**src/rtl/if_stage_if.sv**
```systemverilog
// ----------------------------------------------------------------------------
// if_stage_if
//   Bundle of the fetch stage's control, memory and IF/ID signals.
//   The master modport is the fetch stage's view. The slave modport is the
//   view of the surrounding pipeline and memory.
//   Revision: 1.0
// ----------------------------------------------------------------------------
`default_nettype none

interface if_stage_if;
  // Hazard unit and EX-stage control
  logic        stall_i;
  logic        flush_i;
  logic        redirect_i;
  logic [31:0] redirect_pc_i;
  // Instruction memory
  logic [31:0] imem_addr_o;
  logic [31:0] imem_data_i;
  // IF/ID pipeline register
  logic [31:0] if_id_pc_o;
  logic [31:0] if_id_pc4_o;
  logic [31:0] if_id_instr_o;
  logic        if_id_valid_o;
  logic        fetch_fault_o;

  modport master (
    input  stall_i, flush_i, redirect_i, redirect_pc_i, imem_data_i,
    output imem_addr_o, if_id_pc_o, if_id_pc4_o, if_id_instr_o,
           if_id_valid_o, fetch_fault_o
  );

  modport slave (
    output stall_i, flush_i, redirect_i, redirect_pc_i, imem_data_i,
    input  imem_addr_o, if_id_pc_o, if_id_pc4_o, if_id_instr_o,
           if_id_valid_o, fetch_fault_o
  );
endinterface

`default_nettype wire

```
**src/rtl/if_stage.sv**
```systemverilog
// ----------------------------------------------------------------------------
// if_stage
//   Instruction-fetch stage. It owns the PC and drives the instruction memory
//   address. It latches the fetched word into IF/ID and handles stall, flush,
//   redirect and bad-PC fetch faults.
//   Revision: 1.0
// ----------------------------------------------------------------------------
`default_nettype none

module if_stage #(
  parameter logic [31:0] RESET_PC   = 32'h0000_0000,
  parameter int unsigned IMEM_BYTES = 131072
) (
  input  logic        clk_i,
  input  logic        rst_i,
  if_stage_if.master  bus
);

  localparam logic [31:0] NOP     = 32'h0000_0013;
  localparam logic [31:0] LAST_PC = 32'(IMEM_BYTES - 32'd4);

  typedef enum logic [1:0] {
    ST_BOOT  = 2'd0,
    ST_RUN   = 2'd1,
    ST_FAULT = 2'd2
  } state_t;

  state_t      state_q, state_d;
  logic [31:0] pc_q, pc_d;
  logic [31:0] ifid_pc_q, ifid_pc_d;
  logic [31:0] ifid_pc4_q, ifid_pc4_d;
  logic [31:0] ifid_instr_q, ifid_instr_d;
  logic        ifid_valid_q, ifid_valid_d;
  logic        fault_q, fault_d;

  logic [31:0] pc_plus4;
  logic        bad_pc;
  logic        ifid_bubble;
  logic        ifid_load;

  assign pc_plus4 = pc_q + 32'd4;
  // An unaligned PC, or a PC whose word would run past the end of memory, cannot be fetched.
  assign bad_pc   = (pc_q[1:0] != 2'b00) || (pc_q > LAST_PC);

  // Next-state, PC and IF/ID update selection; hold everything unless a case says otherwise.
  always_comb begin
    state_d     = state_q;
    pc_d        = pc_q;
    fault_d     = fault_q;
    ifid_bubble = 1'b0;
    ifid_load   = 1'b0;

    case (state_q)
      ST_BOOT: begin
        // The PC is not advanced. The only way to move it here is a redirect.
        state_d = ST_RUN;
        if (bus.redirect_i) begin
          pc_d = bus.redirect_pc_i;
        end
        if (bus.redirect_i || bus.flush_i || !bus.stall_i) begin
          ifid_bubble = 1'b1;
        end
      end

      ST_RUN: begin
        if (bus.redirect_i) begin
          pc_d        = bus.redirect_pc_i;
          ifid_bubble = 1'b1;
        end else if (bus.stall_i) begin
          // The PC holds. Flush still wins over stall on the IF/ID side.
          ifid_bubble = bus.flush_i;
        end else if (bad_pc) begin
          state_d     = ST_FAULT;
          fault_d     = 1'b1;
          ifid_bubble = 1'b1;
        end else begin
          pc_d = pc_plus4;
          if (bus.flush_i) begin
            ifid_bubble = 1'b1;
          end else begin
            ifid_load = 1'b1;
          end
        end
      end

      ST_FAULT: begin
        // Only a redirect leaves FAULT. Stall and flush do not.
        ifid_bubble = 1'b1;
        if (bus.redirect_i) begin
          state_d = ST_RUN;
          pc_d    = bus.redirect_pc_i;
          fault_d = 1'b0;
        end
      end

      default: begin
        state_d     = ST_BOOT;
        ifid_bubble = 1'b1;
      end
    endcase
  end

  // IF/ID register contents for this edge. A bubble tags the current PC so that debug views stay readable.
  always_comb begin
    ifid_pc_d    = ifid_pc_q;
    ifid_pc4_d   = ifid_pc4_q;
    ifid_instr_d = ifid_instr_q;
    ifid_valid_d = ifid_valid_q;
    if (ifid_load) begin
      ifid_pc_d    = pc_q;
      ifid_pc4_d   = pc_plus4;
      ifid_instr_d = bus.imem_data_i;
      ifid_valid_d = 1'b1;
    end else if (ifid_bubble) begin
      ifid_pc_d    = pc_q;
      ifid_pc4_d   = pc_plus4;
      ifid_instr_d = NOP;
      ifid_valid_d = 1'b0;
    end
  end

  // State, PC, fault flag and IF/ID registers. Reset clears them without waiting for an edge.
  always_ff @(posedge clk_i or posedge rst_i) begin
    if (rst_i) begin
      state_q      <= ST_BOOT;
      pc_q         <= RESET_PC;
      fault_q      <= 1'b0;
      ifid_pc_q    <= 32'h0;
      ifid_pc4_q   <= 32'h0;
      ifid_instr_q <= NOP;
      ifid_valid_q <= 1'b0;
    end else begin
      state_q      <= state_d;
      pc_q         <= pc_d;
      fault_q      <= fault_d;
      ifid_pc_q    <= ifid_pc_d;
      ifid_pc4_q   <= ifid_pc4_d;
      ifid_instr_q <= ifid_instr_d;
      ifid_valid_q <= ifid_valid_d;
    end
  end

  assign bus.imem_addr_o   = pc_q;
  assign bus.if_id_pc_o    = ifid_pc_q;
  assign bus.if_id_pc4_o   = ifid_pc4_q;
  assign bus.if_id_instr_o = ifid_instr_q;
  assign bus.if_id_valid_o = ifid_valid_q;
  assign bus.fetch_fault_o = fault_q;

endmodule

`default_nettype wire

```
**src/flat_wrapper.sv**
```systemverilog
// flat-port wrapper written by rule: the top's interface ports become plain ports
module if_stage_flat 
#(
  parameter logic [31:0] RESET_PC   = 32'h0000_0000,
  parameter int unsigned IMEM_BYTES = 131072
)
  (clk_i, rst_i, bus_stall_i, bus_flush_i, bus_redirect_i, bus_redirect_pc_i, bus_imem_data_i, bus_imem_addr_o, bus_if_id_pc_o, bus_if_id_pc4_o, bus_if_id_instr_o, bus_if_id_valid_o, bus_fetch_fault_o);
  if_stage_if bus_i ();
  input  logic clk_i;
  input  logic rst_i;
  input wire logic [$bits(bus_i.stall_i)-1:0] bus_stall_i;
  input wire logic [$bits(bus_i.flush_i)-1:0] bus_flush_i;
  input wire logic [$bits(bus_i.redirect_i)-1:0] bus_redirect_i;
  input wire logic [$bits(bus_i.redirect_pc_i)-1:0] bus_redirect_pc_i;
  input wire logic [$bits(bus_i.imem_data_i)-1:0] bus_imem_data_i;
  output wire logic [$bits(bus_i.imem_addr_o)-1:0] bus_imem_addr_o;
  output wire logic [$bits(bus_i.if_id_pc_o)-1:0] bus_if_id_pc_o;
  output wire logic [$bits(bus_i.if_id_pc4_o)-1:0] bus_if_id_pc4_o;
  output wire logic [$bits(bus_i.if_id_instr_o)-1:0] bus_if_id_instr_o;
  output wire logic [$bits(bus_i.if_id_valid_o)-1:0] bus_if_id_valid_o;
  output wire logic [$bits(bus_i.fetch_fault_o)-1:0] bus_fetch_fault_o;
  assign bus_i.stall_i = bus_stall_i;
  assign bus_i.flush_i = bus_flush_i;
  assign bus_i.redirect_i = bus_redirect_i;
  assign bus_i.redirect_pc_i = bus_redirect_pc_i;
  assign bus_i.imem_data_i = bus_imem_data_i;
  assign bus_imem_addr_o = bus_i.imem_addr_o;
  assign bus_if_id_pc_o = bus_i.if_id_pc_o;
  assign bus_if_id_pc4_o = bus_i.if_id_pc4_o;
  assign bus_if_id_instr_o = bus_i.if_id_instr_o;
  assign bus_if_id_valid_o = bus_i.if_id_valid_o;
  assign bus_fetch_fault_o = bus_i.fetch_fault_o;
  if_stage #(.RESET_PC(RESET_PC), .IMEM_BYTES(IMEM_BYTES)) u_core (.clk_i(clk_i), .rst_i(rst_i), .bus(bus_i));
endmodule
```
**config.mk**
```make
export PLATFORM = sky130hd
export DESIGN_NAME = if_stage_flat
export DESIGN_NICKNAME = d
export VERILOG_FILES = /design/src/rtl/if_stage_if.sv /design/src/rtl/if_stage.sv /design/src/flat_wrapper.sv
export SDC_FILE = /design/constraint.sdc
export NUM_CORES = 1
export LEC_CHECK = 0
export ABC_CLOCK_PERIOD_IN_PS = 6800
export CAP_MARGIN = 10
export CORE_UTILIZATION = 45
export DETAILED_ROUTE_END_ITERATION = 8
export DONT_BUFFER_PORTS = 1
export PLACE_DENSITY_LB_ADDON = 0.05
export SYNTH_ARGS = -nofsm -noshare
export SYNTH_HDL_FRONTEND = slang
export SYNTH_SLANG_ARGS = --single-unit
```
**constraint.sdc**
```tcl
create_clock -name clk_i -period 6.8 [get_ports clk_i]
set_clock_uncertainty 0.1 [all_clocks]
set_input_delay 1.36 -clock clk_i [delete_from_list [all_inputs] [get_ports clk_i]]
set_output_delay 1.36 -clock clk_i [all_outputs]
set_load 0.05 [all_outputs]
```
==> results of run 1 <==
==> layer usage <==
metal | GRT usage, % | up-vias | part of all wire, %
li1 | - | 2195 | -
met1 | 31.9 | 2359 | 42
met2 | 39.4 | 158 | 49
met3 | 8.38 | 11 | 8.0
met4 | 6.88 | 0 | 1.0
met5 | 0 | - | 0
==> synthesized netlist by cell type (7+ instances only) <==
cell and count:
mux2i_1 8, nand2_1 118, nand3_1 22, and3_1 7, buf_2 24, clkbuf_1 20, o211ai_1 7, o21ai_0 49
inv_1 25, o221ai_2 9, nor4_1 9, a22o_1 30, a21oi_1 15, a31oi_1 12, xnor2_1 12, dfrtp_1 127
nor2_1 31, nand4_1 15
==> cell type report <==
cell class	instances	area (µm²)
fillers	1247	6540
flip-flops and latches	130	3260
multi-input cells	421	2580
clock buffers	23	478
well taps	176	220
clock inverters	9	129
inverters	25	98.8
repair buffers	6	48.8
==> logic make-up after synthesis <==
kind of cell               Yosys count
AOI/OAI and AO/OA                  158
and+or+nand+nor                    239
buffers and inverters               79
xor gates and xnor gates            14
DFF                                130
adders and majority gates            1
muxes                                9
==> flip-flops by register name, summed over array words and instances (netlist names) <==
signal                    cells
u_core.bus.if_id_instr_o     32
u_core.bus.if_id_pc4_o       32
u_core.bus.imem_addr_o       32
u_core.bus.if_id_pc_o        30
u_core.state_q                2
u_core.bus.fetch_fault_o      1
u_core.bus.if_id_valid_o      1
==> report_power, final <==
part           switching, µW  internal [µW]
clock                    325            604
combinational            193            129
sequential               668            896
==> worst min-delay path, cell delays in order (launching register included) <==
cell	delay (ps)
dfrtp_1	460
nand2b_1	140
a21oi_1	50
==> per-stage QoR <==
step / std cells / cell area [µm²] / setup slack (ps) / hold WS, ps / total power (µW)
floorplan: 630 / 6190 / 1880 / 392 / 1800
global placement: 757 / 6190 / 3570 / 567 / 1890
detailed placement: 757 / 6190 / 3530 / 568 / 1910
CTS: 789 / 6800 / 3810 / 578 / 2840
global route: 790 / 6810 / 3680 / 599 / 2940
finish: 790 / 6810 / 3820 / 583 / 2820
==> path summary, 6_finish.rpt <==
kind | start | to | slack [ps] | depth (start not counted)
worst max register to register | u_core.bus.imem_addr_o[2] | u_core.bus.if_id_pc4_o[24] | 3820 | 5
worst min-delay path | u_core.state_q[0] | u_core.state_q[1] | 580 | 2
worst max-delay path | u_core.bus.imem_addr_o[2] | u_core.bus.if_id_pc4_o[24] | 3820 | 5
min in group asynchronous | rst_i | u_core.bus.if_id_pc_o[27] | 760 | 1
max in group asynchronous | rst_i | u_core.bus.if_id_pc4_o[18] | 4520 | 2
worst min register to register | u_core.state_q[0] | u_core.state_q[1] | 580 | 2
==> metrics.csv, run 1 <==
metric,value,unit
Post-route DRC,0,
Mapped Nets,700,
Synth area leader,dfrtp_1,
"commonest non-fill, non-tap cell in the layout",dfrtp_1,
synthesized netlist cell count,630,
Worst Hold Class,register to register,
Root Driver,clkbuf_16,
outcome,completed,
drt via density,5.98,
post-cts resize count,0,
CP Buf/Inv Count,0,
initial core utilization,46.4,%
clock sinks,130,
Synth top area share,51.4,%
initial antenna violation count,0,
H-Tree Depth,4,
Mapped Area,6190,µm²
routed wire length per instance,21.5,µm
Post-synth EDFFs,0,
Post-CTS Setup Bufs,0,
sequential element share of the synthesized area,52.6,%
gpl congestion,0.795,
Required @ worst endpoint,7040,ps
drt initial violations,346,
Worst-Skew Late Latency,410,ps
Core Region,13300,µm²
Synth Area in Compound Gates,18.7,%
Max-slew headroom,27.3,%
crit path max fanout,11,
ys async rst share,100,%
crit-path cells,ha_1 > and3_1 > nand3_1 > or4b_1 > nand3_1,
CTS buffer count,17,
CP max stage delay,890,ps
share of cells above drive strength 1,9.93,%
"Area growth, synth to finish",10.1,%
pwr/cell area,413,nW/µm²
post-layout minimum cycle time,2980,ps
DR vias,4723,
gr usage total,24.7,%
"most used cell, CP",nand3_1,
Post-Synth Simple-Gate Area,19.1,%
Core Rows,42,
CP top delay family,simple AND/OR/NAND/NOR gates,
#FFs+latches synth,130,
"Avg Cell Area, Syn",9.82,µm²
"Slowest-stage cell, CP",dfrtp_1,
Die W,119,µm
Final nets,671,
final hold violation count,0,
RSZ-0062 raised after global routing,false,
drt total wl,17.0,mm
die height,119,µm
largest net degree at the start of global routing,82,
Synth Flop Type,dfrtp_1,
# Max-Cap Violations,0,
Tcrit/Tclk final,43.8,%
hold_buf cts,0,
vias in the first global route,4593,
grt ovf,0,
Setup crit end kind,register,
port bufs,0,
I/O Pins,199,
antenna-violating nets left,0,
"top cells by area, synth","dfrtp_1 51%, nand2_1 7.2%, a22o_1 4.2%, o21ai_0 4.0%, o221ai_2 2.2%",
post-synthesis mux area share,1.48,%
startpoint type of the worst setup path,register,
Crit Path Category,register to register,
Worst-path clk slew,60,ps
setup TNS,0,ps
DP HPWL,11.8,mm
Pre-antenna DRT Iters,5,
global-route wire length before repair,26.8,mm
Max Slew Vio Count,0,
largest family of logic cells by synthesized area,simple AND/OR/NAND/NOR gates,
most frequent cells in the layout,"127 x dfrtp_1, 118 x nand2_1, 48 x o21ai_0",
TritonCTS clock tree,built,
"Distinct cells, synth",53,
Max Clk Rate,336,MHz
Ys Warns,0,
Post-Synth XOR/XNOR Area,1.98,%
WP data arrival,3220,ps
final setup fails,0,
Worst-Margin Slew,1090,ps
VDD IR max,0.000188,V
total die area,14200,µm²
Post-Synth Adder-Cell Area,0.202,%
CTS Buffer Depth,2,
"Core Util, Final",51.0,%
Ant. Diodes,0,
leak pwr,0.00288,µW
No activity file was read; power rests on OpenSTA's default activity.
==> inputs of run 2 (changes only) <==
- ABC_CLOCK_PERIOD_IN_PS: 6800 -> 2930
- clock period: 6.8 -> 2.93 ns (I/O delays scaled with it)
==> run 2 against run 1 <==
Worst hold slack got worse by 450 ps; sequential share of layout area fell by 2.6 points; setup slack got worse by 3400 ps; sequential power rose by 100%; power rose by 150%; clock-buffer cell count fell by 4.
==> metrics.csv, run 2 (synthesized netlist as in run 1, its figures left out) <==
metric,value,unit,change
outcome,completed,,
WP data arrival,2620,ps,-600 ps
RSZ-0062 raised after global routing,false,,
drt initial violations,367,,+6.1%
Crit Path Category,register to register,,
Ant. Diodes,0,,unchanged
most frequent cells in the layout,"127 x dfrtp_1, 118 x nand2_1, 48 x o21ai_0",,
grt ovf,0,,unchanged
CP Buf/Inv Count,0,,unchanged
total die area,14200,µm²,unchanged
DP HPWL,12.7,mm,+8.3%
Max-slew headroom,33.2,%,+5.9 points
"Core Util, Final",54.0,%,+2.9 points
Pre-antenna DRT Iters,5,,unchanged
"commonest non-fill, non-tap cell in the layout",dfrtp_1,,
"most used cell, CP",nand2_1,,
clock sinks,130,,unchanged
Required @ worst endpoint,3090,ps,-3950 ps
Core Rows,42,,unchanged
Net Sw Frac,40.8,%,-1.4 points
"Slowest-stage cell, CP",o31a_1,,
post-cts resize count,0,,unchanged
Setup crit end kind,register,,
startpoint type of the worst setup path,register,,
initial antenna violation count,0,,unchanged
Core Region,13300,µm²,unchanged
H-Tree Depth,4,,unchanged
final hold violation count,0,,unchanged
Root Driver,clkbuf_16,,
setup TNS,0,ps,unchanged
drt total wl,17.9,mm,+5.3%
gr usage total,26.3,%,+1.6 points
final setup fails,0,,unchanged
Post-route DRC,0,,unchanged
post-layout minimum cycle time,2460,ps,-514 ps
CP max stage delay,860,ps,-30 ps
global-route wire length before repair,28.3,mm,+5.6%
pwr/cell area,970,nW/µm²,+130%
dpl cell area,6520,µm²,+5.2%
Final nets,711,,+6.0%
"Area growth, synth to finish",16.4,%,
CP top delay family,compound AO/OA/AOI/OAI gates,,
part of the power in registers,44.9,%,-11 points
port bufs,0,,unchanged
Worst-Margin Slew,1000,ps,-85.3 ps
Worst-path clk slew,60,ps,about the same
drt via density,5.99,,+0.14%
share of cells above drive strength 1,15.6,%,+5.7 points
combinational share of power,20.4,%,+9.0 points
crit-path cells,nand2_1 > nand2_1 > o31a_1 > o221ai_1,,
P_int,4140,µW,+150%
routed wire length per instance,21.5,µm,+0.21%
die height,119,µm,unchanged
VDD IR max,0.000405,V,+110%
clock power share,34.7,%,+1.7 points
crit path max fanout,16,,+5
CTS buffer count,17,,unchanged
final instance area,7200,µm²,+5.7%
leak pwr,0.00311,µW,+8.0%
Tcrit/Tclk final,84.1,%,+40 points
Max Clk Rate,406,MHz,+21%
CTS Buffer Depth,2,,unchanged
DR vias,4969,,+5.2%
I/O Pins,199,,unchanged
vias in the first global route,5004,,+8.9%
Worst Hold Class,input pin to register,,
largest net degree at the start of global routing,101,,+23%
initial core utilization,46.4,%,unchanged
Die W,119,µm,unchanged
Max Slew Vio Count,0,,unchanged
Pwr Total,6990,µW,+150%
# Max-Cap Violations,0,,unchanged
TritonCTS clock tree,built,,
final hold slack,130,ps,-453 ps
Worst-Skew Late Latency,420,ps,about the same
antenna-violating nets left,0,,unchanged
net switching power,2850,µW,+140%
gpl congestion,0.840,,+5.5%
-- run 2: cell types whose count changed in the layout (fill, tap and decap cells not counted), sizes merged --
cell	delta
dlygate4sd3	+1
bufinv	+3
inv	-1
buf	+39
clkinv	+2
clkbuf	-4
-- run 2: worst paths after layout --
| kind | from | end | slack, ps | cells after the start |
|---|---|---|---|---|
| setup / recovery | u_core.state_q[1] | u_core.bus.imem_addr_o[12] | 470 | 4 |
| hold / removal | bus_redirect_i | u_core.state_q[1] | 130 | 1 |
| setup reg to reg | u_core.state_q[1] | u_core.bus.imem_addr_o[12] | 470 | 4 |
| hold reg to reg | u_core.bus.imem_addr_o[7] | u_core.bus.imem_addr_o[7] | 490 | 2 |
| max in group asynchronous | rst_i | u_core.bus.if_id_instr_o[22] | 1350 | 3 |
| min in group asynchronous | rst_i | u_core.bus.if_id_pc_o[25] | 550 | 2 |
-- run 2: cell type report --
| type | instances | area, µm² |
|---|---|---|
| Sequential cell | 130 | 3260 |
| Clock buffer | 19 | 443 |
| Fill cell | 1224 | 6140 |
| Timing Repair Buffer | 46 | 373 |
| Tap cell | 176 | 220 |
| Inverter | 25 | 97.6 |
| Clock inverter | 13 | 233 |
| Multi-Input combinational cell | 421 | 2580 |
-- run 2: routing by layer --
layer	GRT usage [%]	share of wire, %	vias up
li1	-	-	2279
met1	33.7	42	2490
met2	42.4	50	179
met3	7.04	6.7	21
met4	9.97	1.8	0
met5	0	0	-
-- run 2: what timing repair did --
item | CTS | global route
setup buffers | 0 | 0
hold buffers | 1 | 0
endpoints found under the hold margin | 13 | 0
-- run 2: stage by stage --
| stage | setup slack [ps] | std cells |
|---|---|---|
| final | 466 | 830 |
| after global routing | 350 | 830 |
| after CTS | 504 | 830 |
| after detailed placement | 518 | 797 |
| after global placement | 551 | 797 |
| after floorplan | 637 | 630 |
-- run 2: power groups by stage --
stage | clock (µW) | combinational [µW] | sequential, µW
6_report | 2420 | 1420 | 3140
5_1_grt | 2550 | 1550 | 3180
4_1_cts | 2460 | 1430 | 3150
3_5_place_dp | 0 | 1430 | 3180
3_3_place_gp | 0 | 1400 | 3170
2_1_floorplan | 0 | 749 | 3420
==> inputs of run 3 (changes only) <==
- ABC_CLOCK_PERIOD_IN_PS: 2930 -> 2300
- clock period: 2.93 -> 2.3 ns (I/O delays scaled with it)
==> run 3 against run 2 <==
The flow now finishes with violations (hold timing); critical path depth up 1; final cell count up 1.7%; register-to-register slack worse by 310 ps; maximum frequency up 15%; cell area down 0.24%; worst hold slack worse by 190 ps; critical path type unchanged; largest cell class unchanged.
==> metrics.csv, run 3 (synthesized netlist as in run 1, its figures left out) <==
metric,value,unit,change
H-Tree Depth,4,,unchanged
I/O Pins,199,,unchanged
total die area,14200,µm²,unchanged
share of cells above drive strength 1,17.4,%,+1.8 points
gr usage total,25.9,%,-0.36 points
clock sinks,130,,unchanged
Pwr Total,8300,µW,+19%
leak pwr,0.00311,µW,about the same
Ant. Diodes,0,,unchanged
initial antenna violation count,0,,unchanged
global-route wire length before repair,28.1,mm,-0.59%
Crit Path Category,register to register,,
CTS Buffer Depth,2,,unchanged
final hold violation count,19,,+19
Max Slew Vio Count,0,,unchanged
Die W,119,µm,unchanged
die height,119,µm,unchanged
Setup crit end kind,register,,
port bufs,0,,unchanged
Root Driver,clkbuf_16,,
largest net degree at the start of global routing,131,,+30%
Max-slew headroom,48.5,%,+15 points
# Max-Cap Violations,0,,unchanged
Tcrit/Tclk final,93.1,%,+9.0 points
most frequent cells in the layout,"127 x dfrtp_1, 118 x nand2_1, 56 x buf_4",,
startpoint type of the worst setup path,register,,
failing checks,hold timing,,
Worst-Margin Slew,772,ps,-230 ps
VDD IR max,0.000472,V,+16%
grt ovf,0,,unchanged
pwr/cell area,1150,nW/µm²,+19%
final setup fails,0,,unchanged
drt initial violations,265,,-28%
Final nets,725,,+2.0%
"commonest non-fill, non-tap cell in the layout",dfrtp_1,,
antenna-violating nets left,0,,unchanged
DR vias,4991,,+0.44%
drt via density,5.91,,-1.2%
WP data arrival,2380,ps,-240 ps
routed wire length per instance,20.9,µm,-3.1%
RSZ-0062 raised after global routing,false,,
Post-route DRC,0,,unchanged
Core Rows,42,,unchanged
drt total wl,17.6,mm,-1.5%
Required @ worst endpoint,2540,ps,-550 ps
CTS buffer count,17,,unchanged
TritonCTS clock tree,built,,
Core Region,13300,µm²,unchanged
post-layout minimum cycle time,2140,ps,-323 ps
Worst-Skew Late Latency,420,ps,about the same
crit path max fanout,11,,-5
Worst Hold Class,input pin to async pin,,
final hold slack,-58.7,ps,-189 ps
outcome,"complete, but fails checks",,
Worst-path clk slew,60,ps,about the same
setup TNS,0,ps,unchanged
Pre-antenna DRT Iters,5,,unchanged
gpl congestion,0.883,,+5.2%
Max Clk Rate,467,MHz,+15%
initial core utilization,46.4,%,unchanged
vias in the first global route,5047,,+0.86%
DP HPWL,12.5,mm,-2.2%
"Area growth, synth to finish",16.2,%,
run 3: layer usage:
metal  track usage (%)  share of wire, %  up-vias
met3              8.24               7.6       32
met1              33.0                43     2482
met2              40.7                47      173
li1                  -                 -     2304
met5                 0                 0        -
met4              10.5               2.6        0
run 3: what timing repair did:
action	4_1_cts	5_1_grt
resized for setup	0	1
setup buffers	0	0
hold buffers	1	0
endpoints found under the hold margin	1	0
endpoints found under the setup margin	0	1
run 3: worst paths after layout:
kind,from,end,slack (ps),cells after the start
min reg2reg,u_core.bus.imem_addr_o[6],u_core.bus.imem_addr_o[6],480,2
max,u_core.state_q[0],u_core.bus.imem_addr_o[7],160,5
min in group clk_i,bus_redirect_i,u_core.bus.fetch_fault_o,40,1
min,rst_i,u_core.bus.if_id_pc_o[27],-60,2
max reg2reg,u_core.state_q[0],u_core.bus.imem_addr_o[7],160,5
max in group asynchronous,rst_i,u_core.bus.if_id_pc4_o[23],1520,2
run 3: cell type report:
class,instances,area (µm²)
repair buffers,60,490
fillers,1268,6160
inverters,25,97.6
multi-input cells,421,2590
well taps,176,220
clock inverters,10,60.1
clock buffers,22,474
flip-flops and latches,130,3260
run 3: stage by stage:
stage / cell area, µm² / setup WS, ps / std cells / hold WS [ps] / utilization [%]
after global placement: 6640 / 214 / 811 / 429 / 49.7
after detailed placement: 6640 / 183 / 811 / 431 / 49.7
final: 7190 / 158 / 844 / -58.7 / 53.8
after global routing: 7190 / 10.9 / 844 / 26.7 / 53.8
after floorplan: 6190 / 70.8 / 630 / 392 / -
after CTS: 7180 / 161 / 844 / 21.8 / 53.8
run 3: power breakdown:
group	internal [µW]	total, µW	switching, µW	leakage (µW)
combinational	574	1910	1330	0.00125
sequential	2670	3950	1290	0.00160
clock	1450	2440	992	0.000257
run 3: critical path: stages (launching register included):
cell and delay [ps]:
dfrtp_1 480, nor4b_2 360, nand4_4 200, o31a_1 540
buf_4 250, o221ai_2 130
